--- config.mk ---
export PLATFORM = sky130hd
export DESIGN_NAME = sim_check_monitor
export DESIGN_NICKNAME = d
export VERILOG_FILES = /design/src/rtl/sim_check_monitor.sv
export SDC_FILE = /design/constraint.sdc
export NUM_CORES = 1
export LEC_CHECK = 0
export BUFFER_PORTS_ARGS = -buffer_cell sky130_fd_sc_hd__buf_2
export CORE_ASPECT_RATIO = 0.8
export CORE_MARGIN = 2
export CORE_UTILIZATION = 50
export DETAILED_ROUTE_END_ITERATION = 10
export PLACE_DENSITY = 0.84
export SLEW_MARGIN = 20
export SYNTH_ARGS = -nofsm -noshare
export SYNTH_HDL_FRONTEND = slang
export SYNTH_SLANG_ARGS = --single-unit
--- constraint.sdc ---
create_clock -name clk -period 8.6 [get_ports clk]
set_clock_uncertainty 0.15 [all_clocks]
set_input_delay 1.72 -clock clk [delete_from_list [all_inputs] [get_ports clk]]
set_output_delay 1.72 -clock clk [all_outputs]
set_load 0.01 [all_outputs]
--- src/rtl/sim_check_monitor.sv ---
// Multi-channel sim-call monitor: classifies per-hart check calls, keeps pass/fail/drop
// counters, runs the IDLE/RUN/END test lifecycle and logs failure records in a FWFT FIFO.

module sim_check_lane #(
    parameter int             XLEN      = 32,
    parameter logic [XLEN-1:0] DONE_CODE = XLEN'(32'h0D15EA5E),
    parameter logic [XLEN-1:0] FAIL_CODE = XLEN'(32'hDEADBEEF)
) (
    input  logic            valid_i,
    input  logic [XLEN-1:0] code_i,
    input  logic [XLEN-1:0] a_i,
    input  logic [XLEN-1:0] b_i,
    output logic            pass_o,
    output logic            fail_o,
    output logic            rec_o,
    output logic            done_o,
    output logic            fatal_o
);
    logic is_zero, is_one, is_done, is_fatal, eq;

    assign is_zero  = (code_i == '0);
    assign is_one   = (code_i == XLEN'(1));
    assign is_done  = (code_i == DONE_CODE);
    assign is_fatal = (code_i == FAIL_CODE);
    assign eq       = (a_i == b_i);

    assign pass_o  = valid_i && is_zero && eq;
    assign fail_o  = valid_i && ((is_zero && !eq) || is_one || is_fatal);
    assign done_o  = valid_i && is_done;
    assign fatal_o = valid_i && is_fatal;
    // Anything that is neither a passing compare nor DONE leaves a record.
    assign rec_o   = valid_i && !(is_zero && eq) && !is_done;
endmodule

module sim_check_monitor #(
    parameter int              NUM_CH     = 2,
    parameter int              XLEN       = 32,
    parameter int              MAX_CYCLES = 2048,
    parameter int              CNT_WIDTH  = 16,
    parameter int              LOG_DEPTH  = 8,
    parameter logic [XLEN-1:0] DONE_CODE  = XLEN'(32'h0D15EA5E),
    parameter logic [XLEN-1:0] FAIL_CODE  = XLEN'(32'hDEADBEEF),
    localparam int             CCW        = $clog2(MAX_CYCLES+1)
) (
    input  logic                   clk,
    input  logic                   rst_n,
    input  logic                   start,
    input  logic [NUM_CH-1:0]      call_valid,
    input  logic [NUM_CH*XLEN-1:0] call_code,
    input  logic [NUM_CH*XLEN-1:0] call_pc,
    input  logic [NUM_CH*XLEN-1:0] cmp_a,
    input  logic [NUM_CH*XLEN-1:0] cmp_b,
    output logic                   log_valid,
    input  logic                   log_ready,
    output logic [2:0]             log_ch,
    output logic [XLEN-1:0]        log_pc,
    output logic [XLEN-1:0]        log_code,
    output logic [CNT_WIDTH-1:0]   pass_count,
    output logic [CNT_WIDTH-1:0]   fail_count,
    output logic [CNT_WIDTH-1:0]   drop_count,
    output logic [CCW-1:0]         cycle_count,
    output logic                   running,
    output logic                   finished,
    output logic                   passed,
    output logic                   timeout
);
    localparam int NW  = $clog2(NUM_CH+1);
    localparam int PW  = $clog2(LOG_DEPTH);
    localparam int LCW = $clog2(LOG_DEPTH+1);

    typedef enum logic [1:0] {IDLE, RUN, END} state_e;

    typedef struct packed {
        logic [2:0]      ch;
        logic [XLEN-1:0] pc;
        logic [XLEN-1:0] code;
    } rec_t;

    function automatic logic [CNT_WIDTH-1:0] sat_add(input logic [CNT_WIDTH-1:0] a,
                                                     input logic [NW-1:0] b);
        logic [CNT_WIDTH:0] s;
        s = {1'b0, a} + (CNT_WIDTH+1)'(b);
        return s[CNT_WIDTH] ? '1 : s[CNT_WIDTH-1:0];
    endfunction

    state_e                  state_q;
    logic [CCW-1:0]          cycle_q;
    logic [NUM_CH-1:0]       done_q, done_d;
    logic [CNT_WIDTH-1:0]    pass_q, fail_q, drop_q, pass_d, fail_d, drop_d;
    logic                    running_q, finished_q, passed_q, timeout_q;

    logic [NUM_CH-1:0][XLEN-1:0] code_a, pc_a, a_a, b_a;
    logic [NUM_CH-1:0]       pass_v, fail_v, rec_v, done_v, fatal_v;
    logic                    run, limit, all_done, fatal, leave;
    logic [NW-1:0]           n_pass, n_fail, n_rec, n_drop;
    logic                    push_req, push_ok, pop;
    rec_t                    push_rec, head_d, head_q;
    logic                    head_vld_d, head_vld_q;

    rec_t                    mem [LOG_DEPTH];
    logic [PW-1:0]           rd_q, wr_q, rd_d, wr_d;
    logic [LCW-1:0]          fcnt_q, fcnt_d;

    assign code_a = call_code;
    assign pc_a   = call_pc;
    assign a_a    = cmp_a;
    assign b_a    = cmp_b;
    assign run    = (state_q == RUN);

    for (genvar g = 0; g < NUM_CH; g++) begin : g_lane
        sim_check_lane #(.XLEN(XLEN), .DONE_CODE(DONE_CODE), .FAIL_CODE(FAIL_CODE)) u_lane (
            .valid_i (call_valid[g] && run),
            .code_i  (code_a[g]),
            .a_i     (a_a[g]),
            .b_i     (b_a[g]),
            .pass_o  (pass_v[g]),
            .fail_o  (fail_v[g]),
            .rec_o   (rec_v[g]),
            .done_o  (done_v[g]),
            .fatal_o (fatal_v[g])
        );
    end

    always_comb begin
        n_pass   = '0;
        n_fail   = '0;
        n_rec    = '0;
        push_rec = '0;
        for (int i = 0; i < NUM_CH; i++) begin
            n_pass = n_pass + NW'(pass_v[i]);
            n_fail = n_fail + NW'(fail_v[i]);
            n_rec  = n_rec + NW'(rec_v[i]);
        end
        // Descending scan so the lowest failing channel ends up owning the push.
        for (int i = NUM_CH-1; i >= 0; i--) begin
            if (rec_v[i]) push_rec = '{ch: 3'(i), pc: pc_a[i], code: code_a[i]};
        end
        push_req = |rec_v;
        pop      = head_vld_q && log_ready;
        push_ok  = push_req && ((fcnt_q != LCW'(LOG_DEPTH)) || pop);
        n_drop   = n_rec - NW'(push_req) + NW'(push_req && !push_ok);

        done_d   = done_q | done_v;
        all_done = &done_d;
        fatal    = |fatal_v;
        limit    = run && (cycle_q == CCW'(MAX_CYCLES-1));
        leave    = run && (all_done || fatal || limit);
        pass_d   = sat_add(pass_q, n_pass);
        fail_d   = sat_add(fail_q, n_fail);
        drop_d   = sat_add(drop_q, n_drop);

        fcnt_d = fcnt_q + LCW'(push_ok) - LCW'(pop);
        rd_d   = rd_q + PW'(pop);
        wr_d   = wr_q + PW'(push_ok);
        head_vld_d = (fcnt_d != '0);
        if (!head_vld_d)                      head_d = '0;
        else if ((fcnt_q - LCW'(pop)) == '0)  head_d = push_rec;
        else                                  head_d = mem[rd_d];
    end

    always_ff @(posedge clk or negedge rst_n) begin
        if (!rst_n) begin
            state_q    <= IDLE;
            cycle_q    <= '0;
            done_q     <= '0;
            pass_q     <= '0;
            fail_q     <= '0;
            drop_q     <= '0;
            running_q  <= 1'b0;
            finished_q <= 1'b0;
            passed_q   <= 1'b0;
            timeout_q  <= 1'b0;
        end else begin
            pass_q <= pass_d;
            fail_q <= fail_d;
            drop_q <= drop_d;
            done_q <= done_d;
            case (state_q)
                IDLE: if (start) begin
                    state_q   <= RUN;
                    running_q <= 1'b1;
                end
                RUN: begin
                    if (!limit) cycle_q <= cycle_q + 1'b1;
                    if (leave) begin
                        state_q    <= END;
                        running_q  <= 1'b0;
                        finished_q <= 1'b1;
                        timeout_q  <= !(all_done || fatal);
                        passed_q   <= (fail_d == '0) && all_done;
                    end
                end
                default: ;
            endcase
        end
    end

    always_ff @(posedge clk or negedge rst_n) begin
        if (!rst_n) begin
            rd_q       <= '0;
            wr_q       <= '0;
            fcnt_q     <= '0;
            head_q     <= '0;
            head_vld_q <= 1'b0;
        end else begin
            rd_q       <= rd_d;
            wr_q       <= wr_d;
            fcnt_q     <= fcnt_d;
            head_q     <= head_d;
            head_vld_q <= head_vld_d;
        end
    end

    always_ff @(posedge clk) begin
        if (push_ok) mem[wr_q] <= push_rec;
    end

    assign log_valid   = head_vld_q;
    assign log_ch      = head_q.ch;
    assign log_pc      = head_q.pc;
    assign log_code    = head_q.code;
    assign pass_count  = pass_q;
    assign fail_count  = fail_q;
    assign drop_count  = drop_q;
    assign cycle_count = cycle_q;
    assign running     = running_q;
    assign finished    = finished_q;
    assign passed      = passed_q;
    assign timeout     = timeout_q;
endmodule

==> results_dict.tcl <==
set metrics [dict create \
    cts_inserted_buffers 61 \
    synth_area_sq_um 27780 \
    worst_pin_slew_ns 1.046 \
    path_depth 15 \
    crit_type "input pin to flop" \
    initial_core_util_pct 50.42 \
    peakVddDrop_mv 0.3791 \
    worstSetupStartpoint "call_code[14]" \
    dp_cells 2755 \
    fmax_ghz 0.1698 \
    critPathMaxFanout 9 \
    routedWlPerCell_um 25.14 \
    critPathSlowestCell "nor4_1" \
    power.total_mw 11.60 \
    r2r_end "drop_count[8]" \
    seqCellArea_sq_um 19190 \
    rrSetupSlack_ns 3.44 \
    final_cells 2871 \
    dieArea_sq_um 57480 \
    drt_iter0_drc 1876 \
    dr.pass1.iters 5 \
    cts_buffer_depth 3 \
    ios 394 \
    gp_congestion 0.9453 \
    ys_seq_area_share_pct 69.08 \
    die_h_um 214.8 \
    slew_viol_final 0 \
    min_path_type "flop to flop" \
    synth_ff_type "edfxtp_1" \
    htreeDepth 2 \
    slowest_delay_ns 0.68 \
    grt_pass1_vias 17730 \
    maxCapViolCount 0 \
    finalHoldViolations 0 \
    cts_tree "yes" \
    multi_input_area_sq_um 8219 \
    grt_max_degree 89 \
    rows 77 \
    cp-start-kind "input pin" \
    grt_pass1_wl_um 107700 \
    core_sq_um 55110 \
    postCtsSetupRepairBufs 0 \
    syn_inst 1673 \
    ctsRootBufferMaster "clkbuf_16" \
    drive_gt1_share_pct 33.63 \
    drc 0 \
    grt_setup_unrepaired "no" \
    antenna_found_initial 2 \
    synth.avg_cell_area_sq_um 16.61 \
    avgViaCountPerCell 5.999 \
    nNetsFinal 2351 \
    worstPathArrival_ns 6.25 \
    grt_usage_pct 25.04 \
    power.leakage_nw 12.55 \
    wirelength_um 72180 \
    ys_ff_latch 663 \
    relSlewSlack_pct 30.06 \
    clock_latency_ns 0.64 \
    ant_nets 0 \
    worst_r2r_startpoint "state_q[1]" \
    cp_common_cell "nand4_1" \
    synth_async_sr_flop_share_pct 21.57 \
    utilization_pct 59.54 \
    crit_chain "buf_2 > nor4_1 > nand4_1 > o2bb2ai_1 > nand2_1 > fa_1 > inv_1 > ha_1 > nand4_1 > nor3b_2 > and3_1 > nand3_1 > o21a_1 > or3_1 > o41ai_1" \
    crit_family "simple AND/OR/NAND/NOR gates" \
    synthDistinctLibCells 62 \
    die_x_um 267.6 \
    period_needed_ns 5.889 \
    cts_sinks 663 \
    cp-end-kind "flop" \
    area_growth_pct 18.09 \
    setup_viol 0 \
    r2r_cells 15 \
    cts_hold_buf 0 \
    grt_overflow_total 0 \
    p_per_area_nw_per_um2 353.6 \
    path_buf_inv 2 \
    cts_resized 0 \
    yosysWarnings 0 \
    cp_data_required_time_ns 8.97 \
    synth-edff-count 520 \
    io_buffers 391 \
    hpwl_um 43600 \
    num_vias 17220 \
    fin_crit_sh_pct 68.47 \
    status "complete, no violations" \
    crit_path_end "passed" \
    clkSlewWorstSetupHoldPaths_ns 0.06 \
    fillers 4055 \
]
## layout make-up
class	count	share of cell area, %
Multi-Input combinational cell	901	25.05
Tap cell	750	2.860
Timing Repair Buffer	420	6.796
Inverter	21	0.2403
Antenna cell	1	0.007627
Clock inverter	35	1.228
Clock buffer	80	5.316
Sequential cell	663	58.50
## placed cells by master, fill, tap and decap left out, types with 5 or more instances in the layout
master / Yosys / layout
and4_1: 7 / 7
ha_1: 17 / 15
bufinv_16: 0 / 7
edfxtp_1: 520 / 520
buf_2: 15 / 390
clkbuf_8: 0 / 10
nor2_1: 33 / 31
buf_4: 2 / 25
nor3_1: 15 / 14
nand3_1: 29 / 29
a22o_2: 8 / 8
xnor2_1: 41 / 40
a22o_1: 37 / 37
clkinv_2: 0 / 11
or4_1: 6 / 5
nand4_1: 24 / 24
and3_1: 12 / 12
dfrtp_1: 143 / 143
clkbuf_16: 0 / 63
a31oi_1: 69 / 69
nand2b_1: 12 / 12
clkbuf_1: 59 / 6
nand2_1: 205 / 205
o21ai_0: 7 / 7
a21oi_1: 12 / 11
o21a_1: 66 / 66
mux4_2: 130 / 130
nor4_1: 23 / 21
inv_1: 21 / 20
xor2_1: 68 / 68
a22o_4: 19 / 19
## state kept, by name (all words and copies together), names as in the netlist, 2 cells and up
signal,cells
mem,520
log_code,32
log_pc,32
drop_count,16
fail_count,16
pass_count,16
cycle_count,12
fcnt_q,4
rd_q,3
wr_q,3
done_q,2
state_q,2
## metal layers
metal	track usage, %	routed length (um)	up-vias
met5	0	11	-
met2	39.60	34430	919
li1	-	-	7327
met1	35.52	28970	8867
met3	5.775	7308	108
met4	6.331	1461	2
## cell families (layout without fill, tap and decap cells)
family	after synthesis	count (layout)	synth area share (%)
adders and majority gates	21	21	1.054
DFF	663	663	69.08
and+or+nand+nor	402	402	7.052
other	1	3	0.01350
AOI/OAI and AO/OA	234	234	6.935
buffers and inverters	110	556	1.770
muxes	133	133	10.66
xor gates and xnor gates	109	109	3.436
## stage by stage
stage                     instance area [sq um]  hold slack [ns]  setup slack, ns  TNS, ns
final                                     32810           0.3303            2.711        0
after global routing                      32810           0.3580            2.466        0
after CTS                                 32800           0.3282            2.893        0
after detailed placement                  30660           0.3098            2.263        0
after global placement                    30630           0.2923            2.461        0
after floorplan                           27790           0.2773           -1.759  -389.10
## synthesized netlist by cell type (24+ instances only)
master	count	area (sq um)
nand3_1	29	145.1
a22o_1	37	324.1
nand2_1	205	769.5
xor2_1	68	595.6
dfrtp_1	143	3578
mux4_2	130	2928
clkbuf_1	59	221.5
o21a_1	66	495.5
edfxtp_1	520	15610
nand4_1	24	150.1
a31oi_1	69	431.7
nor2_1	33	123.9
xnor2_1	41	359.1
## worst reg2reg max path, cell delays in order (launching register included)
cell     delay (ns)
dfrtp_1        0.40
nor2b_1        0.13
buf_4          0.21
nand2_1        0.10
a31oi_2        0.82
and2_2         0.36
buf_4          0.56
inv_1          0.14
a21oi_1        0.18
ha_1           0.26
ha_1           0.21
fa_1           0.49
and4_1         0.21
nor2b_1        0.18
nand3_1        0.40
o21ai_0        0.20
## power breakdown
part	switching (mW)	internal [mW]	total, mW	leakage [nW]
clock	1.20	1.65	2.85	1.06
combinational	2.35	1.82	4.17	4.89
sequential	0.259	4.32	4.58	6.60
## how the worst min path moves through the flow
stage | to | startpoint | depth (start not counted) | slack, ns
floorplan | done_q[0] | done_q[0] | 1 | 0.28
global placement | done_q[1] | done_q[1] | 1 | 0.29
detailed placement | finished | finished | 1 | 0.31
CTS | done_q[0] | done_q[0] | 1 | 0.33
global route | finished | finished | 1 | 0.36
finish | finished | finished | 1 | 0.33
Power figures use the tool's default switching activity.
